`config.mk`:
```
export PLATFORM = sky130hd
export DESIGN_NAME = alu_exec_seq
export DESIGN_NICKNAME = d
export VERILOG_FILES = /design/src/rtl/alu_exec_seq.sv
export SDC_FILE = /design/constraint.sdc
export NUM_CORES = 1
export LEC_CHECK = 0
export ABC_AREA = 1
export CAP_MARGIN = 5
export CORE_UTILIZATION = 40
export DETAILED_ROUTE_END_ITERATION = 7
export PLACE_DENSITY = 0.72
export SYNTH_ARGS = -nofsm -noshare
export SYNTH_HDL_FRONTEND = slang
export SYNTH_SLANG_ARGS = --single-unit
```
`constraint.sdc`:
```
create_clock -name clk -period 2.55 [get_ports clk]
set_input_delay 0.51 -clock clk [delete_from_list [all_inputs] [get_ports clk]]
set_output_delay 0.51 -clock clk [all_outputs]
set_load 0.01 [all_outputs]
```
`src/rtl/alu_exec_seq.sv`:
```
// RV32I integer execute unit driven by the 5-bit ALU control code.
// Single-cycle logic/arith/compare ops; shifts iterate one bit per cycle behind a valid/ready handshake.
module alu_exec_seq #(
  parameter int XLEN = 32,
  parameter int SHW  = 5
) (
  input  logic            clk,
  input  logic            rst,
  input  logic            in_valid,
  output logic            in_ready,
  input  logic [4:0]      alu_ctrl,
  input  logic [XLEN-1:0] op_a,
  input  logic [XLEN-1:0] op_b,
  output logic            out_valid,
  input  logic            out_ready,
  output logic [XLEN-1:0] result,
  output logic            zero,
  output logic            illegal,
  output logic            busy
);

  typedef enum logic [1:0] {IDLE = 2'd0, SHIFT = 2'd1, DONE = 2'd2} state_t;

  localparam logic [1:0] SH_LL = 2'd0;
  localparam logic [1:0] SH_RL = 2'd1;
  localparam logic [1:0] SH_RA = 2'd2;

  state_t            r_state, w_next;
  logic [XLEN-1:0]   r_work, r_result;
  logic [SHW-1:0]    r_cnt;
  logic [1:0]        r_shtype;
  logic              r_zero, r_illegal;

  logic              w_accept, w_is_shift, w_illegal, w_last;
  logic [1:0]        w_shtype;
  logic [SHW-1:0]    w_shamt;
  logic [XLEN-1:0]   w_alu, w_first, w_step;

  function automatic logic [XLEN-1:0] shift1(input logic [XLEN-1:0] v, input logic [1:0] t);
    case (t)
      SH_LL:   shift1 = {v[XLEN-2:0], 1'b0};
      SH_RL:   shift1 = {1'b0, v[XLEN-1:1]};
      default: shift1 = {v[XLEN-1], v[XLEN-1:1]};
    endcase
  endfunction

  function automatic logic [XLEN-1:0] alu_op(input logic [4:0] c, input logic [XLEN-1:0] a,
                                             input logic [XLEN-1:0] b);
    logic signed [XLEN-1:0] sa, sb;
    sa = a;
    sb = b;
    case (c)
      5'd1, 5'd2:   alu_op = a + b;
      5'd3, 5'd4:   alu_op = a | b;
      5'd5, 5'd6:   alu_op = a ^ b;
      5'd7, 5'd8:   alu_op = a & b;
      5'd9:         alu_op = a - b;
      5'd10, 5'd11: alu_op = {{(XLEN-1){1'b0}}, (sa < sb)};
      5'd12, 5'd13: alu_op = {{(XLEN-1){1'b0}}, (a < b)};
      default:      alu_op = '0;
    endcase
  endfunction

  always_comb begin
    w_is_shift = 1'b1;
    w_shtype   = SH_LL;
    case (alu_ctrl)
      5'd14, 5'd17: w_shtype = SH_LL;
      5'd15, 5'd18: w_shtype = SH_RL;
      5'd16, 5'd19: w_shtype = SH_RA;
      default:      w_is_shift = 1'b0;
    endcase
  end

  assign in_ready  = (r_state == IDLE) && !rst;
  assign w_accept  = in_valid && in_ready;
  assign w_illegal = (alu_ctrl == 5'd0) || (alu_ctrl > 5'd19);
  assign w_shamt   = op_b[SHW-1:0];
  assign w_alu     = alu_op(alu_ctrl, op_a, op_b);
  // The first shift happens on the accept edge so total latency equals shamt.
  assign w_first   = shift1(op_a, w_shtype);
  assign w_step    = shift1(r_work, r_shtype);
  assign w_last    = (r_state == SHIFT) && (r_cnt == SHW'(1));

  assign out_valid = (r_state == DONE);
  assign busy      = (r_state != IDLE);
  assign result    = r_result;
  assign zero      = r_zero;
  assign illegal   = r_illegal;

  always_ff @(posedge clk) begin
    if (rst) r_state <= IDLE;
    else     r_state <= w_next;
  end

  always_comb begin
    w_next = r_state;
    case (r_state)
      IDLE: begin
        if (w_accept) begin
          if (!w_is_shift || (w_shamt <= SHW'(1))) w_next = DONE;
          else                                      w_next = SHIFT;
        end
      end
      SHIFT:   if (w_last) w_next = DONE;
      DONE:    if (out_ready) w_next = IDLE;
      default: w_next = IDLE;
    endcase
  end

  always_ff @(posedge clk) begin
    if (rst) begin
      r_result  <= '0;
      r_zero    <= 1'b0;
      r_illegal <= 1'b0;
      r_cnt     <= '0;
    end else begin
      case (r_state)
        IDLE: begin
          if (w_accept) begin
            if (w_is_shift) begin
              r_illegal <= 1'b0;
              if (w_shamt == '0) begin
                r_cnt    <= '0;
                r_result <= op_a;
                r_zero   <= (op_a == '0);
              end else begin
                r_cnt <= w_shamt - SHW'(1);
                if (w_shamt == SHW'(1)) begin
                  r_result <= w_first;
                  r_zero   <= (w_first == '0);
                end
              end
            end else begin
              r_result  <= w_alu;
              r_zero    <= (w_alu == '0);
              r_illegal <= w_illegal;
            end
          end
        end
        SHIFT: begin
          r_cnt <= r_cnt - SHW'(1);
          if (w_last) begin
            r_result  <= w_step;
            r_zero    <= (w_step == '0);
            r_illegal <= 1'b0;
          end
        end
        default: ;
      endcase
    end
  end

  always_ff @(posedge clk) begin
    if (r_state == IDLE && w_accept) begin
      r_work   <= w_first;
      r_shtype <= w_shtype;
    end else if (r_state == SHIFT) begin
      r_work <= w_step;
    end
  end

endmodule
```
-- Yosys cells after proc, flatten, opt, wreduce, memory -nomap -nowiden
Cells that the tools add are included.
- word-level logic and storage cells: 113
- input bits: 73
- flip-flop bits (word level): 75
- output and inout bits: 37
- add/sub/neg operators: 4
- equal/unequal tests: 30
- magnitude comparators: 4
- bitwise operators: 3
- reduce and logical (&&, ||, !) cells: 33
- mux-type cells: 32
- operators with widths (operator ; number):
    2-to-1 mux 32 bit ; 7
    case mux 32 bit (7 select lines) ; 1
    case mux 32 bit (2 select lines) ; 3
    logical NOT 32 bit ; 4
    less-than comparator 32 bit ; 2
    equality test 5 x 4 -> 1 bit (second input constant) ; 8
    adder 32 bit ; 1
    AND 32 bit ; 1
    OR 32 bit ; 1
    subtractor 32 bit ; 1
    XOR 32 bit ; 1
    equality test 5 x 3 -> 1 bit (second input constant) ; 4
    equality test 5 bit (second input constant) ; 4
    OR reduction 2 bit ; 8
    equality test 5 x 1 -> 1 bit (second input constant) ; 3
    2-to-1 mux 5 bit ; 3
    equality test 5 x 2 -> 1 bit (second input constant) ; 2
    logical NOT 5 bit ; 2
    case mux 5 bit (2 select lines) ; 1
    subtractor 5 x 1 -> 5 bit (second input constant) ; 2
    2-to-1 mux 1 bit ; 9
    AND reduction 3 bit ; 3
    2-to-1 mux 2 bit ; 4
    equality test 2 x 1 -> 1 bit (second input constant) ; 3
    other kinds (16) ; 28

-- Depth between registers and ports, before layout
Gate-level depths: netlist of the first run.
- depth after elaboration: 11
- depth in mapped cells: 23
- gate-level depth less buffers: 22

-- Least setup slack after synthesis of the first run
OpenSTA, ideal clock, no wires.
- path type: in2reg
- start: input port op_a[0]
- end: register r_zero, in the netlist zero
- stages on the path: 21
- buffers on the path: 0
- slack: 0.000 ns
- data required time: 2.484 ns
- data arrival time: 2.484 ns
- cell sequence: inv_1 ha_1 inv_1 fa_1 nand2_1 nand2_1 nand3_1 nand2_1 nand2_1 nand2_1 o21ai_0 nor2_1 nor2_1 nand3_1 nor2_1 nand2_1 nor2_1 nand3_1 nand2_1 nand2_1 a21oi_2
- longest elaborated chain between the ends: 7
- elaborated cells on any way between the ends: 17
- RTL lines (element ; line ; RTL):
    from (decl) ; 12 ; input logic [XLEN-1:0] op_a,
    parallel branches: the longest is 4 deep, another holds subtractor 32 bit ; -- ;
    2-to-1 mux 1 bit (*) ; 121 ; if (w_is_shift) begin
    2-to-1 mux 1 bit (*) ; 120 ; if (w_accept) begin
    case mux 1 bit (2 select lines) (*) ; 118 ; case (r_state)
    to (signal assigned) ; 126 ; r_zero <= (op_a == '0);
    to (signal assigned) ; 131 ; r_zero <= (w_first == '0);
    to (signal assigned) ; 136 ; r_zero <= (w_alu == '0);
    to (decl) ; 32 ; logic r_zero, r_illegal;
Every way passes the cells marked *. The select of a mux whose other input is x is not followed.
A chain may end at the register's enable or synchronous reset.

-- Worst setup path in the final report of the first run
Ends and elaborated chain as after synthesis.

==> results of run 1 <==
## per-layer routing
layer	track usage, %	vias up
met1	45.85	7609
met5	0	-
met2	63.44	901
met3	5.292	219
li1	-	7871
met4	24.53	0
## through the flow
stage	power (W)	instances	TNS, ns
6_report	0.006543	3059	-0.5192
5_1_grt	0.006857	3058	-1.433
4_1_cts	0.006184	3035	-0.3878
3_5_place_dp	0.004399	2954	-26.45
3_3_place_gp	0.004372	2954	-25.66
2_1_floorplan	0.002819	2078	0
## cell usage in the layout (no fill, tap or decap), types with 33 or more instances in the layout
master / n
a21oi_1: 133
buf_4: 506
buf_6: 36
clkdlybuf4s50_1: 40
dfxtp_1: 41
edfxtp_1: 34
ha_1: 59
ha_4: 35
inv_1: 265
inv_2: 93
nand2_1: 528
nand2_2: 81
nand3_1: 114
nand3_2: 39
nand4_1: 33
nor2_1: 117
nor2_2: 51
nor2_4: 35
o21ai_0: 117
## cells by family after synthesis
group,share of synthesized area (%)
muxes,0.2610
xor gates and xnor gates,0.3045
adders and majority gates,11.55
DFF,16.01
AOI/OAI and AO/OA,18.47
and+or+nand+nor,38.21
buffers and inverters,15.20
## how the worst max path moves through the flow
stage | endpoint | slack, ns | depth (start not counted)
after floorplan | zero | 0.02 | 21
after global placement | zero | -1.22 | 21
after global routing | zero | -0.22 | 22
final | zero | -0.17 | 22
after CTS | zero | -0.14 | 19
after detailed placement | zero | -1.25 | 21
## critical path: stages
cell,delay (ns)
buf_8,0.11
inv_4,0.06
ha_4,0.13
inv_2,0.05
fa_2,0.41
nand2_1,0.10
nand2_2,0.08
nand4_1,0.10
nand2_2,0.13
nand2_2,0.10
nand2_1,0.07
nand2_1,0.07
nand2_1,0.07
nand2_1,0.10
nand3_2,0.09
nor2_2,0.10
nand4_1,0.20
nor2_2,0.17
nand3_2,0.10
nand2_1,0.07
nand2_1,0.06
a21oi_2,0.12
## state kept, by name, summed over array words and instances, names as in the netlist
| name | count |
|---|---|
| r_work | 32 |
| result | 32 |
| illegal | 1 |
| r_cnt | 5 |
| r_shtype | 2 |
| r_state | 2 |
| zero | 1 |
## area by class of cell
| cell class | count | area [sq um] |
|---|---|---|
| antenna | 1 | 2.502 |
| clock buffer | 9 | 225.2 |
| clock inverter | 7 | 90.09 |
| fill | 2534 | 8887 |
| inverter | 361 | 1360 |
| multi-input combinational | 1561 | 9684 |
| sequential | 75 | 1842 |
| tap | 378 | 473.0 |
| timing repair buffer | 667 | 5446 |
## power by group
part           internal (W)  leakage, nW  total (W)  switching (W)
Clock              0.000854        0.158    0.00137       0.000519
Combinational       0.00167         9.05    0.00377        0.00210
Sequential          0.00135        0.655    0.00140      0.0000403
## what timing repair did
item,in CTS,in global routing
buffers inserted,65,24
resized for setup,468,275
pin swaps,105,131
cloned,0,0
setup endpoints to repair,31,25
==> flow_metrics.tcl, run 1 <==
set metrics [dict create \
    cts.htree.levels 3 \
    min_period_over_period_pct 106.7 \
    die_w_um 171.6 \
    wl_met2_um 26030 \
    yosys_most_used_dff "dfxtp_1" \
    maxUsedRoutingLayer "met4" \
    holdPathEnd "result[21]" \
    met3_length_um 5010 \
    port-buffer-count 109 \
    fin_skew_ns 0.009972 \
    r2r-start "r_shtype[1]" \
    clkTransAtPathRegs_ns 0.06 \
    cp-startpoint "op_a[0]" \
    fin_ws_ns -0.1698 \
    drc 0 \
    cts_hold_buffers 0 \
    ys_top_cells_by_area "nand2_1, inv_1, ha_1, edfxtp_1, a21oi_1" \
    wl_per_cell_um 18.65 \
    io-pin-count 110 \
    syn_nets 2256 \
    synthArstFlopShare_pct 0 \
    finalHoldViolCount 0 \
    rsz0062_at_grt "true" \
    vdd_ir_drop_max_v 0.0003324 \
    violations "setup timing" \
    cp.required_ns 2.83 \
    hp-start "result[21]" \
    fin_area_sq_um 19120 \
    dpl.hpwl_um 44830 \
    reg2regPathDepth 8 \
    yosys_warnings 0 \
    die_area_sq_um 29440 \
    syn_to_final_growth_pct 66.22 \
    finalCoreUtilization_pct 68.27 \
    dr.pass1.iters 6 \
    grt_pass1_wl_um 84460 \
    fin_nets 2853 \
    fin_crit_ns 2.720 \
    synth_common_cells "nand2_1, inv_1, nor2_1, a21oi_1, nand3_1" \
    fmax_mhz 367.7 \
    insertion_delay_ns 0.34 \
    cts_tree "yes" \
    grt_max_degree 45 \
    place_ws_ns -1.252 \
    die_h_um 171.6 \
    grt_pass1_vias 15576 \
    max_slew_margin_pct 60.13 \
    drive_gt1_share_pct 39.48 \
    synth_top_area_cell "nand2_1" \
    core_sq_um 28010 \
    cts_buffers 9 \
    post_dp_cell_area_sq_um 16370 \
    start_util_pct 41.07 \
    totalWireLength_um 57050 \
    power.leakage_nw 9.863 \
    r2r_slack_ns 0.24 \
    cts.sinks 75 \
    status "finished with violations" \
    hold_ws_ns 0.4616 \
    vias_per_cell 5.427 \
    power_density_nw_per_um2 342.1 \
    worstHoldPathCells 2 \
    ys_types 51 \
    min_path_type "flop to flop" \
    drt.antenna.violating_nets 0 \
    synth.avg_cell_area_sq_um 5.536 \
    antenna_found_initial 0 \
    synth_edf_count 34 \
    critPathLaunchType "input pin" \
    synthCells 2078 \
    clock_path_buffers 2 \
    worstSetupPathType "input pin to flop" \
    drv_slew 0 \
    synth_top_area_share_pct 20.33 \
    gp_congestion 1.060 \
    met1_length_um 21710 \
    synth-seq-cells 75 \
    synth_most_common_cell "nand2_1" \
    overflow 0 \
    drtIter0Drc 1681 \
    vias 16600 \
    r2r-end "zero" \
    grt_usage_pct 38.07 \
    worst-path-max-fanout 4 \
    ys_seq_area_share_pct 16.01 \
    rows 61 \
    crit_arrival_ns 3.00 \
    syn-cell-area_sq_um 11500 \
    cap_violations 0 \
    setup_viol 7 \
    end_kind "flop" \
    worst_pin_slew_ns 0.5926 \
    root_buffer "clkbuf_16" \
]
No activity file was read; power rests on OpenSTA's default activity.
==> run 2, diff against run 1 <==
--- a/config.mk
+++ b/config.mk
@@ -9,7 +9,7 @@
 export CAP_MARGIN = 5
 export CORE_UTILIZATION = 40
 export DETAILED_ROUTE_END_ITERATION = 7
-export PLACE_DENSITY = 0.72
+export PLACE_DENSITY_LB_ADDON = 0.12
 export SYNTH_ARGS = -nofsm -noshare
 export SYNTH_HDL_FRONTEND = slang
 export SYNTH_SLANG_ARGS = --single-unit
==> constraint.sdc (replaced) <==
create_clock -name clk -period 2.55 [get_ports clk]
set_input_delay 0.765 -clock clk [delete_from_list [all_inputs] [get_ports clk]]
set_output_delay 0.765 -clock clk [all_outputs]
set_load 0.01 [all_outputs]
==> flow_metrics.tcl, run 2 (same netlist as run 1, synthesis figures left out) <==
set metrics [dict create \
    status "finished with violations" \
    violations "setup timing" \
    dr.pass1.iters 8 \
    vias_per_cell 5.455 \
    start_util_pct 41.07 \
    finalHoldViolCount 0 \
    die_h_um 171.6 \
    rsz0062_at_grt "true" \
    hold_ws_ns 0.4616 \
    vias 16672 \
    antenna_found_initial 0 \
    clkTransAtPathRegs_ns 0.06 \
    critPathTopFamily "simple AND/OR/NAND/NOR gates" \
    final_cell_mix "nand2_1, buf_4, inv_1, a21oi_1, nor2_1" \
    grt_usage_pct 38.24 \
    vdd_ir_drop_max_v 0.0003262 \
    syn_to_final_growth_pct 78.27 \
    dpl.hpwl_um 45680 \
    totalWireLength_um 60050 \
    fmax_mhz 343.8 \
    cts.sinks 75 \
    cts.htree.levels 3 \
    die_w_um 171.6 \
    hp-start "result[18]" \
    io-pin-count 110 \
    cp-startpoint "op_b[1]" \
    drv_slew 0 \
    max_slew_margin_pct 57.93 \
    power_density_nw_per_um2 336.3 \
    grt_pass1_vias 15414 \
    port-buffer-count 109 \
    core_sq_um 28010 \
    die_area_sq_um 29440 \
    grt_pass1_wl_um 84890 \
    gp_congestion 0.9730 \
    layout_commonest_cell "nand2_1" \
    slowest_delay_ns 0.45 \
    fin_crit_ns 2.909 \
    root_buffer "clkbuf_16" \
    worstSetupPathType "input pin to flop" \
    rows 61 \
    critPathLaunchType "input pin" \
    cap_violations 0 \
    power_w 0.006897 \
    fin_skew_ns 0.005726 \
    post_dp_cell_area_sq_um 16360 \
    end_kind "flop" \
    power.leakage_nw 10.27 \
    cts_buffers 9 \
    grt_max_degree 45 \
    drtIter0Drc 1652 \
    min_path_type "flop to flop" \
    path_cells "buf_2, buf_6, fa_2, nand3_2, nand3_2, nand2_1, nand2_2, buf_6, nand2_2, nand2_2, nand3b_1, nand3_1, nand3_1, nand2_2, nor2_4, nand2_1, nor2_2, nand3_2, nand2_1, nand2_1, a21oi_2" \
    drt.antenna.violating_nets 0 \
    crit_slowest_cell "fa_2" \
    overflow 0 \
    fin_area_sq_um 20510 \
    worst-path-max-fanout 4 \
    insertion_delay_ns 0.33 \
    crit_arrival_ns 3.18 \
    n_antenna_cell 0 \
    cp.required_ns 2.82 \
    min_period_over_period_pct 114.1 \
    cts_tree "yes" \
    drive_gt1_share_pct 46.71 \
    timing.critical_path.buf_inv 3 \
    clock_path_buffers 2 \
    worst_pin_slew_ns 0.6310 \
    fin_nets 2851 \
    setup_viol 20 \
    fin_ws_ns -0.3587 \
    r2r-start "r_shtype[1]" \
    drc 0 \
    wl_per_cell_um 19.65 \
    fillers 2328 \
    r2r_slack_ns 0.17 \
]
## run 2: metrics by stage
| step | instances | setup WS, ns | setup TNS, ns | util (%) |
|---|---|---|---|---|
| after floorplan | 2078 | -0.1057 | -0.1057 | - |
| after global placement | 2926 | -1.661 | -50.47 | 58.42 |
| after detailed placement | 2926 | -1.622 | -50.24 | 58.42 |
| after CTS | 2995 | -0.2674 | -3.114 | 66.89 |
| after global routing | 3056 | -0.5180 | -5.513 | 73.22 |
| final | 3056 | -0.3587 | -3.077 | 73.22 |
## run 2: repair_timing
item,in CTS,in global routing
gates cloned,0,3
pin swaps,159,179
buffers inserted,53,66
endpoints found under the setup margin,63,43
hold buffers,0,0
resized for setup,660,473
## run 2: power breakdown
part	leakage, nW	switching (W)	internal, W
Clock	0.154	0.000505	0.000837
Combinational	9.46	0.00233	0.00183
Sequential	0.655	0.0000418	0.00136
## run 2: area by class of cell
class | instances | area (sq um) | area share (%)
sequential | 75 | 1842 | 8.980
inverter | 361 | 1433 | 6.985
clock inverter | 2 | 12.51 | 0.06101
timing repair buffer | 665 | 5714 | 27.86
tap | 378 | 473.0 | 2.306
multi-input combinational | 1561 | 10730 | 52.31
clock buffer | 14 | 307.8 | 1.501
## run 2: metal layers
layer | track usage, % | routed length (um) | vias to the layer above | share of wire, %
li1 | - | - | 7867 | -
met1 | 46.58 | 23740 | 7737 | 40
met2 | 66.50 | 28250 | 856 | 47
met3 | 4.165 | 4255 | 212 | 7.1
met4 | 18.98 | 3812 | 0 | 6.3
met5 | 0 | 0 | - | 0
## run 2: final timing paths
kind / end / cells after the start
worst min-delay path: result[18] / 2
worst max register to register: zero / 8
worst max-delay path: zero / 21
worst min register to register: result[18] / 2
## run 2: worst register-to-register path, stage by stage, from the launching register on
cell and delay [ns]:
edfxtp_1 0.42, nor2_1 0.16, inv_1 0.09, buf_12 0.18, o21ai_0 0.36, nand4_1 0.14, nor4_1 0.48, a41oi_1 0.30
a21oi_2 0.19
